File: src/rtl/sched_dp_pkg.sv
// Shared types, op codes and microinstruction field layout for the sched_dp datapath.
// Field positions depend only on the register count, so they are plain functions of nregs.
package sched_dp_pkg;

    typedef enum logic [1:0] {
        ST_IDLE = 2'd0,
        ST_RUN  = 2'd1,
        ST_DONE = 2'd2
    } state_t;

    localparam logic [3:0] OP_ADD    = 4'd0;
    localparam logic [3:0] OP_SUB    = 4'd1;
    localparam logic [3:0] OP_AND    = 4'd2;
    localparam logic [3:0] OP_OR     = 4'd3;
    localparam logic [3:0] OP_XOR    = 4'd4;
    localparam logic [3:0] OP_SHL    = 4'd5;
    localparam logic [3:0] OP_SHR    = 4'd6;
    localparam logic [3:0] OP_PASS_A = 4'd7;
    localparam logic [3:0] OP_PASS_B = 4'd8;
    localparam logic [3:0] OP_UMAX   = 4'd9;
    localparam logic [3:0] OP_UMIN   = 4'd10;

    localparam int FLD_LAST   = 0;
    localparam int FLD_OUT_EN = 1;
    localparam int FLD_B1_SRC = 2;
    localparam int FLD_B2_SRC = 3;
    localparam int FLD_REG_EN = 4;

    // F2 only has four ops; they reuse the F1 op table.
    function automatic logic [3:0] f2_to_f1_op(input logic [1:0] op);
        logic [3:0] f;
        f = OP_ADD;
        case (op)
            2'd0: f = OP_ADD;
            2'd1: f = OP_SUB;
            2'd2: f = OP_UMAX;
            2'd3: f = OP_UMIN;
        endcase
        return f;
    endfunction

    function automatic int sel_w(input int nregs);
        return $clog2(nregs);
    endfunction

    function automatic int reg_sel_lo(input int nregs);
        return 4 + nregs;
    endfunction

    function automatic int f1_op_lo(input int nregs);
        return 4 + 2 * nregs;
    endfunction

    function automatic int f2_op_lo(input int nregs);
        return 8 + 2 * nregs;
    endfunction

    function automatic int f1_a_lo(input int nregs);
        return 10 + 2 * nregs;
    endfunction

    function automatic int f1_b_lo(input int nregs);
        return f1_a_lo(nregs) + sel_w(nregs);
    endfunction

    function automatic int f2_a_lo(input int nregs);
        return f1_a_lo(nregs) + 2 * sel_w(nregs);
    endfunction

    function automatic int f2_b_lo(input int nregs);
        return f1_a_lo(nregs) + 3 * sel_w(nregs);
    endfunction

    function automatic int iw_of(input int nregs);
        return 10 + 2 * nregs + 4 * sel_w(nregs);
    endfunction

endpackage

File: src/rtl/sched_dp_fu.sv
// Combinational function unit: 4-bit op table shared by F1 and F2.
module sched_dp_fu
    import sched_dp_pkg::*;
#(
    parameter int WIDTH = 32
) (
    input  logic [3:0]       op,
    input  logic [WIDTH-1:0] a,
    input  logic [WIDTH-1:0] b,
    output logic [WIDTH-1:0] y
);

    always_comb begin
        y = '0;
        case (op)
            OP_ADD:    y = a + b;
            OP_SUB:    y = a - b;
            OP_AND:    y = a & b;
            OP_OR:     y = a | b;
            OP_XOR:    y = a ^ b;
            OP_SHL:    y = {a[WIDTH-2:0], 1'b0};
            OP_SHR:    y = {1'b0, a[WIDTH-1:1]};
            OP_PASS_A: y = a;
            OP_PASS_B: y = b;
            OP_UMAX:   y = (a > b) ? a : b;
            OP_UMIN:   y = (a < b) ? a : b;
            default:   y = '0;
        endcase
    end

endmodule

File: src/rtl/sched_dp.sv
// Self-sequenced two-bus datapath: microprogram memory, register file, pc and FSM.
// state   | meaning
// IDLE    | waiting for start; microprogram may be written
// RUN     | executing one microinstruction per cycle from pc
// DONE    | one-cycle completion pulse, returns to IDLE
module sched_dp
    import sched_dp_pkg::*;
#(
    parameter  int WIDTH      = 32,
    parameter  int NREGS      = 4,
    parameter  int PROG_DEPTH = 16,
    localparam int L          = sel_w(NREGS),
    localparam int P          = $clog2(PROG_DEPTH),
    localparam int IW         = iw_of(NREGS)
) (
    input  logic             clk,
    input  logic             rst,
    input  logic             prog_we,
    input  logic [P-1:0]     prog_addr,
    input  logic [IW-1:0]    prog_data,
    input  logic             start,
    input  logic [WIDTH-1:0] in0,
    input  logic [WIDTH-1:0] in1,
    output logic             busy,
    output logic             done,
    output logic [WIDTH-1:0] out,
    output logic             out_valid
);

    localparam int RS_LO  = reg_sel_lo(NREGS);
    localparam int F1O_LO = f1_op_lo(NREGS);
    localparam int F2O_LO = f2_op_lo(NREGS);
    localparam int F1A_LO = f1_a_lo(NREGS);
    localparam int F1B_LO = f1_b_lo(NREGS);
    localparam int F2A_LO = f2_a_lo(NREGS);
    localparam int F2B_LO = f2_b_lo(NREGS);

    state_t           state;
    logic [P-1:0]     pc;
    logic [IW-1:0]    prog_mem [PROG_DEPTH];
    logic [WIDTH-1:0] regs [NREGS];

    logic [IW-1:0]    uw;
    logic             w_last, w_out_en, w_b1_src, w_b2_src;
    logic [NREGS-1:0] w_reg_en, w_reg_sel;
    logic [3:0]       w_f1_op, f2_op_mapped;
    logic [1:0]       w_f2_op;
    logic [L-1:0]     w_f1_a, w_f1_b, w_f2_a, w_f2_b;
    logic [WIDTH-1:0] f1_y, f2_y, bus1, bus2;

    assign uw        = prog_mem[pc];
    assign w_last    = uw[FLD_LAST];
    assign w_out_en  = uw[FLD_OUT_EN];
    assign w_b1_src  = uw[FLD_B1_SRC];
    assign w_b2_src  = uw[FLD_B2_SRC];
    assign w_reg_en  = uw[FLD_REG_EN +: NREGS];
    assign w_reg_sel = uw[RS_LO +: NREGS];
    assign w_f1_op   = uw[F1O_LO +: 4];
    assign w_f2_op   = uw[F2O_LO +: 2];
    assign w_f1_a    = uw[F1A_LO +: L];
    assign w_f1_b    = uw[F1B_LO +: L];
    assign w_f2_a    = uw[F2A_LO +: L];
    assign w_f2_b    = uw[F2B_LO +: L];

    assign f2_op_mapped = f2_to_f1_op(w_f2_op);

    sched_dp_fu #(.WIDTH(WIDTH)) u_f1 (
        .op (w_f1_op),
        .a  (regs[w_f1_a]),
        .b  (regs[w_f1_b]),
        .y  (f1_y)
    );

    sched_dp_fu #(.WIDTH(WIDTH)) u_f2 (
        .op (f2_op_mapped),
        .a  (regs[w_f2_a]),
        .b  (regs[w_f2_b]),
        .y  (f2_y)
    );

    assign bus1 = w_b1_src ? f1_y : in0;
    assign bus2 = w_b2_src ? f2_y : in1;

    assign busy = (state == ST_RUN);
    assign done = (state == ST_DONE);

    // Program memory has no reset so a loaded schedule survives rst.
    always_ff @(posedge clk) begin
        if (prog_we && state != ST_RUN) begin
            prog_mem[prog_addr] <= prog_data;
        end
    end

    always_ff @(posedge clk) begin
        if (rst) begin
            state     <= ST_IDLE;
            pc        <= '0;
            out       <= '0;
            out_valid <= 1'b0;
            for (int i = 0; i < NREGS; i++) begin
                regs[i] <= '0;
            end
        end else begin
            out_valid <= 1'b0;
            case (state)
                ST_IDLE: begin
                    if (start) begin
                        state <= ST_RUN;
                        pc    <= '0;
                    end
                end
                ST_RUN: begin
                    for (int i = 0; i < NREGS; i++) begin
                        if (w_reg_en[i]) begin
                            regs[i] <= w_reg_sel[i] ? bus2 : bus1;
                        end
                    end
                    if (w_out_en) begin
                        out       <= bus1;
                        out_valid <= 1'b1;
                    end
                    // The top word always terminates, so a program without last cannot run away.
                    if (w_last || pc == P'(PROG_DEPTH - 1)) begin
                        state <= ST_DONE;
                        pc    <= '0;
                    end else begin
                        pc <= pc + 1'b1;
                    end
                end
                ST_DONE: state <= ST_IDLE;
                default: state <= ST_IDLE;
            endcase
        end
    end

endmodule

File: config.mk
export PLATFORM = sky130hd
export DESIGN_NAME = sched_dp
export DESIGN_NICKNAME = d
export VERILOG_FILES = /design/src/rtl/sched_dp_pkg.sv /design/src/rtl/sched_dp_fu.sv /design/src/rtl/sched_dp.sv
export SDC_FILE = /design/constraint.sdc
export NUM_CORES = 2
export LEC_CHECK = 0
export ABC_AREA = 1
export CAP_MARGIN = 5
export CORE_ASPECT_RATIO = 2
export CORE_MARGIN = 5
export CORE_UTILIZATION = 40
export DETAILED_ROUTE_END_ITERATION = 10
export GPL_TIMING_DRIVEN = 0
export PLACE_DENSITY = 0.58
export SETUP_SLACK_MARGIN = 0.05
export SKIP_CTS_REPAIR_TIMING = 1
export SYNTH_ARGS = -nofsm -noshare
export SYNTH_HDL_FRONTEND = slang
export SYNTH_SLANG_ARGS = --single-unit
File: constraint.sdc
create_clock -name clk -period 8.6 [get_ports clk]
set_input_delay 0.86 -clock clk [delete_from_list [all_inputs] [get_ports clk]]
set_output_delay 0.86 -clock clk [all_outputs]
set_load 0.1 [all_outputs]
Yosys cells after proc, flatten, opt, wreduce, memory -nomap -nowiden
Memory sizes are Yosys's and may differ from the RTL's. A register that Yosys moved wholly into a read port is not among the register bits.
Cells that the tools add are included.
{"block": "op_classes", "n_mux": 46, "magnitude_cmp": 4, "add_sub_neg": 5, "eq_ne": 29, "bitwise_logic": 11, "reduce_logical": 11}
{"cell": "$pmux 32 s11", "count": 2}
{"cell": "$mux 32", "count": 14}
{"cell": "$add 32x32->32", "count": 2}
{"cell": "$and 32x32->32", "count": 2}
{"cell": "$gt 32x32->1", "count": 2}
{"cell": "$lt 32x32->1", "count": 2}
{"cell": "$or 32x32->32", "count": 2}
{"cell": "$sub 32x32->32", "count": 2}
{"cell": "$xor 32x32->32", "count": 2}
{"cell": "$eq 4x3->1 const B", "count": 8}
{"cell": "$eq 4x4->1 const B", "count": 7}
{"cell": "$mux 1", "count": 21}
{"cell": "$eq 4x2->1 const B", "count": 4}
{"cell": "$mux 4", "count": 4}
{"cell": "$pmux 4 s4", "count": 1}
{"cell": "$eq 4x1->1 const B", "count": 2}
{"cell": "$logic_not 4->1", "count": 2}
{"cell": "$pmux 4 s2", "count": 1}
{"cell": "$eq 2x2->1 const B", "count": 3}
{"cell": "$reduce_and 2->1", "count": 3}
{"cell": "$add 4x1->4 const B", "count": 1}
{"cell": "$eq 2x1->1 const B", "count": 2}
{"cell": "$logic_not 2->1", "count": 2}
{"cell": "$mux 2", "count": 2}
{"cell": "other kinds (9)", "count": 13}
{"block": "totals", "ff_bits": 39, "word_cells": 112, "in_bits": 98, "mem_bits_rw": 544, "out_inout_bits": 35, "mem_count": 2}
{"memory": "prog_mem", "words": 16, "word_bits": 26, "read_ports": 1, "rd_ports_with_merged_regs": 1, "write_ports": 1, "line": "sched_dp.sv:40", "text": "logic [IW-1:0] prog_mem [PROG_DEPTH];"}
{"memory": "regs", "words": 4, "word_bits": 32, "read_ports": 4, "rd_ports_with_merged_regs": 0, "write_ports": 4, "line": "sched_dp.sv:41", "text": "logic [WIDTH-1:0] regs [NREGS];"}

Logic depth before layout (Yosys ltp)
{"block": "depth", "depth_word": 7, "ltp_mapped": 41, "depth_no_buf": 39}

Cells and area by module
A second synthesis with hierarchy kept.
{"block": "unflattened", "hier_cells": 6534, "area_unflattened_um2": 46666.0}
{"mod": "sched_dp", "seq_area_each_um2": 17196.5, "cells_each": 3566, "instances": 1, "area_per_inst_um2": 30971.0}
{"mod": "sched_dp_fu", "seq_area_each_um2": 0.0, "cells_each": 1484, "instances": 2, "area_per_inst_um2": 7847.5}

Least setup slack after synthesis
Ideal clock, no wire load.
{"block": "synth_timing", "path_type": "flip-flop to flip-flop", "start": "register with a tool-made name", "end": "memory regs[0][29], data pin", "path_slack_ns": 3.605, "n_path_buf": 8, "stages_incl_launch_ff": 40, "synth_period_minus_slack_ns": 4.995, "required_ns": 8.351, "setup_ns": 0.249, "arrival_time_ns": 4.746, "cell_sequence": "dfxtp_1 -> buf_4 -> buf_6 -> buf_4 -> buf_4 -> o21ai_0 -> o211ai_1 -> nand3_1 -> nand2_1 -> buf_4 -> buf_2 -> buf_2 -> o211ai_1 -> nand2_1 -> ha_1 -> inv_1 -> fa_1 -> inv_1 -> [4 not listed] -> nand2_1 -> inv_1 -> o21ai_2 -> nand2_1 -> nand2_2 -> nand2_1 -> inv_2 -> nand2_1 -> clkbuf_1 -> o22ai_1 -> a211oi_1 -> nand3_1 -> nand2_1 -> nand2_1 -> o21ai_0 -> inv_1 -> nand2_1 -> inv_1"}
{"element": "end: declaration", "line": "sched_dp.sv:41"}

==> results_dict.tcl <==
set metrics [dict create \
    ant_nets 0 \
    dp_hpwl_um 185000 \
    gp_congestion 1.02 \
    ff2ff_path_depth 34 \
    synth_area_mm2 0.0424 \
    rows 169 \
    ir_worst_vdd_mv 0.215 \
    r2r_slack_ns -0.14 \
    grt_usage 0.393 \
    die_w_um 240 \
    fp.dieH_um 470 \
    cts_made_buffers 47 \
    whs_ns 0.513 \
    synth.net_count 5923 \
    clk_latency_ns 0.69 \
    syn-instance-count 5625 \
    fmax_mhz 114 \
    vias 42253 \
    met1_length_um 64800 \
    hold_class "flop to flop" \
    cts_tree "yes" \
    whs_path_depth 2 \
    synth_flop_cell "edfxtp_1" \
    synth_seq_cells 587 \
    seq_area_frac_synth 0.406 \
    cp_slowest_cell "buf_1" \
    rsz0062_at_grt "false" \
    yosys_warnings 0 \
    critical_path_required_ns 9.03 \
    hold_violations 0 \
    cp-start-kind "flop" \
    r2r_end "regs[0][0]$_SDFFCE_PN0P_" \
    grt_pass1_vias 42168 \
    synth_edf_count 544 \
    met3_wirelength_um 12500 \
    worst_slew_pin_slew_ns 1.51 \
    wire_per_inst_um 31.5 \
    core_mm2 0.106 \
    ioPinCount 133 \
    die-area_mm2 0.113 \
    clock-sinks 587 \
    wl_met2_um 117000 \
    violations "max-capacitance violations, max-slew violations, negative setup slack" \
    fin_ws_ns -0.141 \
    clock-root-buffer "clkbuf_16" \
    drc_errors 0 \
    htreeDepth 2 \
    path_class "flop to flop" \
    pre_cts_ws_ns -1.37 \
    slew_headroom -0.0177 \
    syn-mean-instance-area_um2 7.53 \
    io_buffers 131 \
    overflow 0 \
    cp_common_cell "nand2_1" \
    nets 6128 \
    layout-drive-gt1-share 0.0651 \
    drtIter0Drc 3574 \
    drt_pass1_iterations 7 \
    timing.final.crit_period_ns 8.74 \
    cts.clk_slew.worst_paths_ns 0.08 \
    synth.distinct_cells 69 \
    status "finished with violations" \
    ys_async_sr_fraction 0 \
    finalClockSkew_ns 0.0602 \
    top_layer "met5" \
    area_growth_pct 12.7 \
    routed_via_density 5.83 \
    cp.arrival_ns 9.17 \
    grt_start_max_net_pins 33 \
    routed_wirelength_um 228000 \
    endpoint_kind "flop" \
    max_cap_viol_count 1 \
    start_util 0.401 \
    clockBufferDepth 3 \
    maxSlewViolCount 2 \
    cellPowerDensity_mw_per_mm2 186 \
    setup_viol 4 \
    antenna_found_initial 18 \
    p_leak_nw 21.3 \
    path_max_fanout 10 \
    hold_start "pc[1]$_SDFFE_PP0P_" \
    grt_first_pass_wirelength_um 313000 \
    post-route-period-util 1.02 \
    cpPeakStageDelay_ns 0.88 \
]
==> stage by stage <==
stage / utilization / total power, W / std cells / setup TNS [ns] / instance area, µm²
after CTS: 0.450 / 0.00874 / 7233 / -110.13 / 47500
final: 0.452 / 0.00889 / 7246 / -0.331 / 47800
after global placement: 0.429 / 0.00644 / 7124 / -103.34 / 45400
after detailed placement: 0.434 / 0.00646 / 7145 / -107.02 / 45900
after global routing: 0.452 / 0.00921 / 7239 / 0 / 47700
after floorplan: - / 0.00518 / 5625 / 0 / 42400
==> critical path: cells and delay by family, from the launching register on <==
| kind | cells | cell delay [ns] |
|---|---|---|
| adders and majority gates | 1 | 0.22 |
| AOI/OAI and AO/OA | 8 | 2.12 |
| buffers and inverters | 12 | 3.38 |
| DFF | 1 | 0.41 |
| and+or+nand+nor | 13 | 2.30 |
==> flip-flops by register name, summed over array words and instances (netlist names), named ones only <==
| register | cells |
|---|---|
| state | 2 |
| out_valid | 1 |
| out | 32 |
| pc | 4 |
| regs | 128 |
| prog_mem | 416 |
==> power breakdown <==
group          internal, W  total, W  switching, W
Sequential         0.00320   0.00326     0.0000550
Combinational     0.000837   0.00332       0.00248
Clock              0.00121   0.00231       0.00111
==> cells by family (layout without fill, tap and decap cells) <==
group | after synthesis | in the layout | synth area share
simple gates | 2335 | 2335 | 0.232
xor+xnor | 24 | 24 | 0.00496
flops | 587 | 587 | 0.406
other cells | 0 | 9 | 0
compound gates | 1343 | 1343 | 0.189
fa+ha+maj | 200 | 200 | 0.0596
buf+inv | 1136 | 1380 | 0.108
==> layout make-up <==
| class | instances | area [µm²] |
|---|---|---|
| Timing Repair Buffer | 157 | 1780 |
| Tap cell | 1368 | 1710 |
| Buffer | 314 | 1530 |
| Inverter | 821 | 3090 |
| Clock inverter | 33 | 393 |
| Clock buffer | 55 | 1210 |
| Sequential cell | 587 | 17200 |
| Fill cell | 10925 | 58000 |
| Multi-Input combinational cell | 3902 | 20800 |
| Antenna cell | 9 | 22.5 |
==> synth_stat cells, types with 84 or more instances <==
library cell / n / area [µm²]
edfxtp_1: 544 / 16300
a21oi_1: 399 / 2000
nand3_1: 484 / 2420
nor2_1: 508 / 1910
o22ai_1: 84 / 526
clkbuf_1: 161 / 604
buf_2: 93 / 465
inv_1: 802 / 3010
o21ai_0: 435 / 2180
nand2_1: 1187 / 4460
ha_1: 197 / 2460
o211ai_1: 158 / 1190
==> placed cells by master (no fill, tap or decap), types with 33 or more instances in the layout <==
cell type,n
dfxtp_1,43
edfxtp_1,544
nand2_1,1178
nand2_2,33
clkbuf_16,47
a221oi_1,38
o221ai_1,41
nor2_1,492
inv_1,800
o22ai_1,84
o21ai_1,36
o211ai_1,158
o21ai_0,435
clkbuf_1,153
clkdlybuf4s50_1,131
ha_1,197
buf_2,92
a21oi_1,397
nand3_1,484
a32oi_1,38
==> layer usage <==
metal  track usage  vias up
li1              -    19492
met1         0.324    19707
met2         0.710     1984
met3        0.0761     1052
met4         0.445       18
met5             0        -
==> worst max-delay path by stage <==
stage,slack (ns),from,depth (start not counted),endpoint
floorplan,3.61,flop,39,regs[0][29]$_SDFFCE_PN0P_
global placement,-1.34,flop,35,regs[3][9]$_SDFFCE_PN0P_
detailed placement,-1.37,flop,33,regs[0][30]$_SDFFCE_PN0P_
global route,0.02,flop,38,regs[0][0]$_SDFFCE_PN0P_
CTS,-1.41,flop,33,regs[0][30]$_SDFFCE_PN0P_
finish,-0.14,flop,34,regs[0][0]$_SDFFCE_PN0P_
Power figures use the tool's default switching activity.
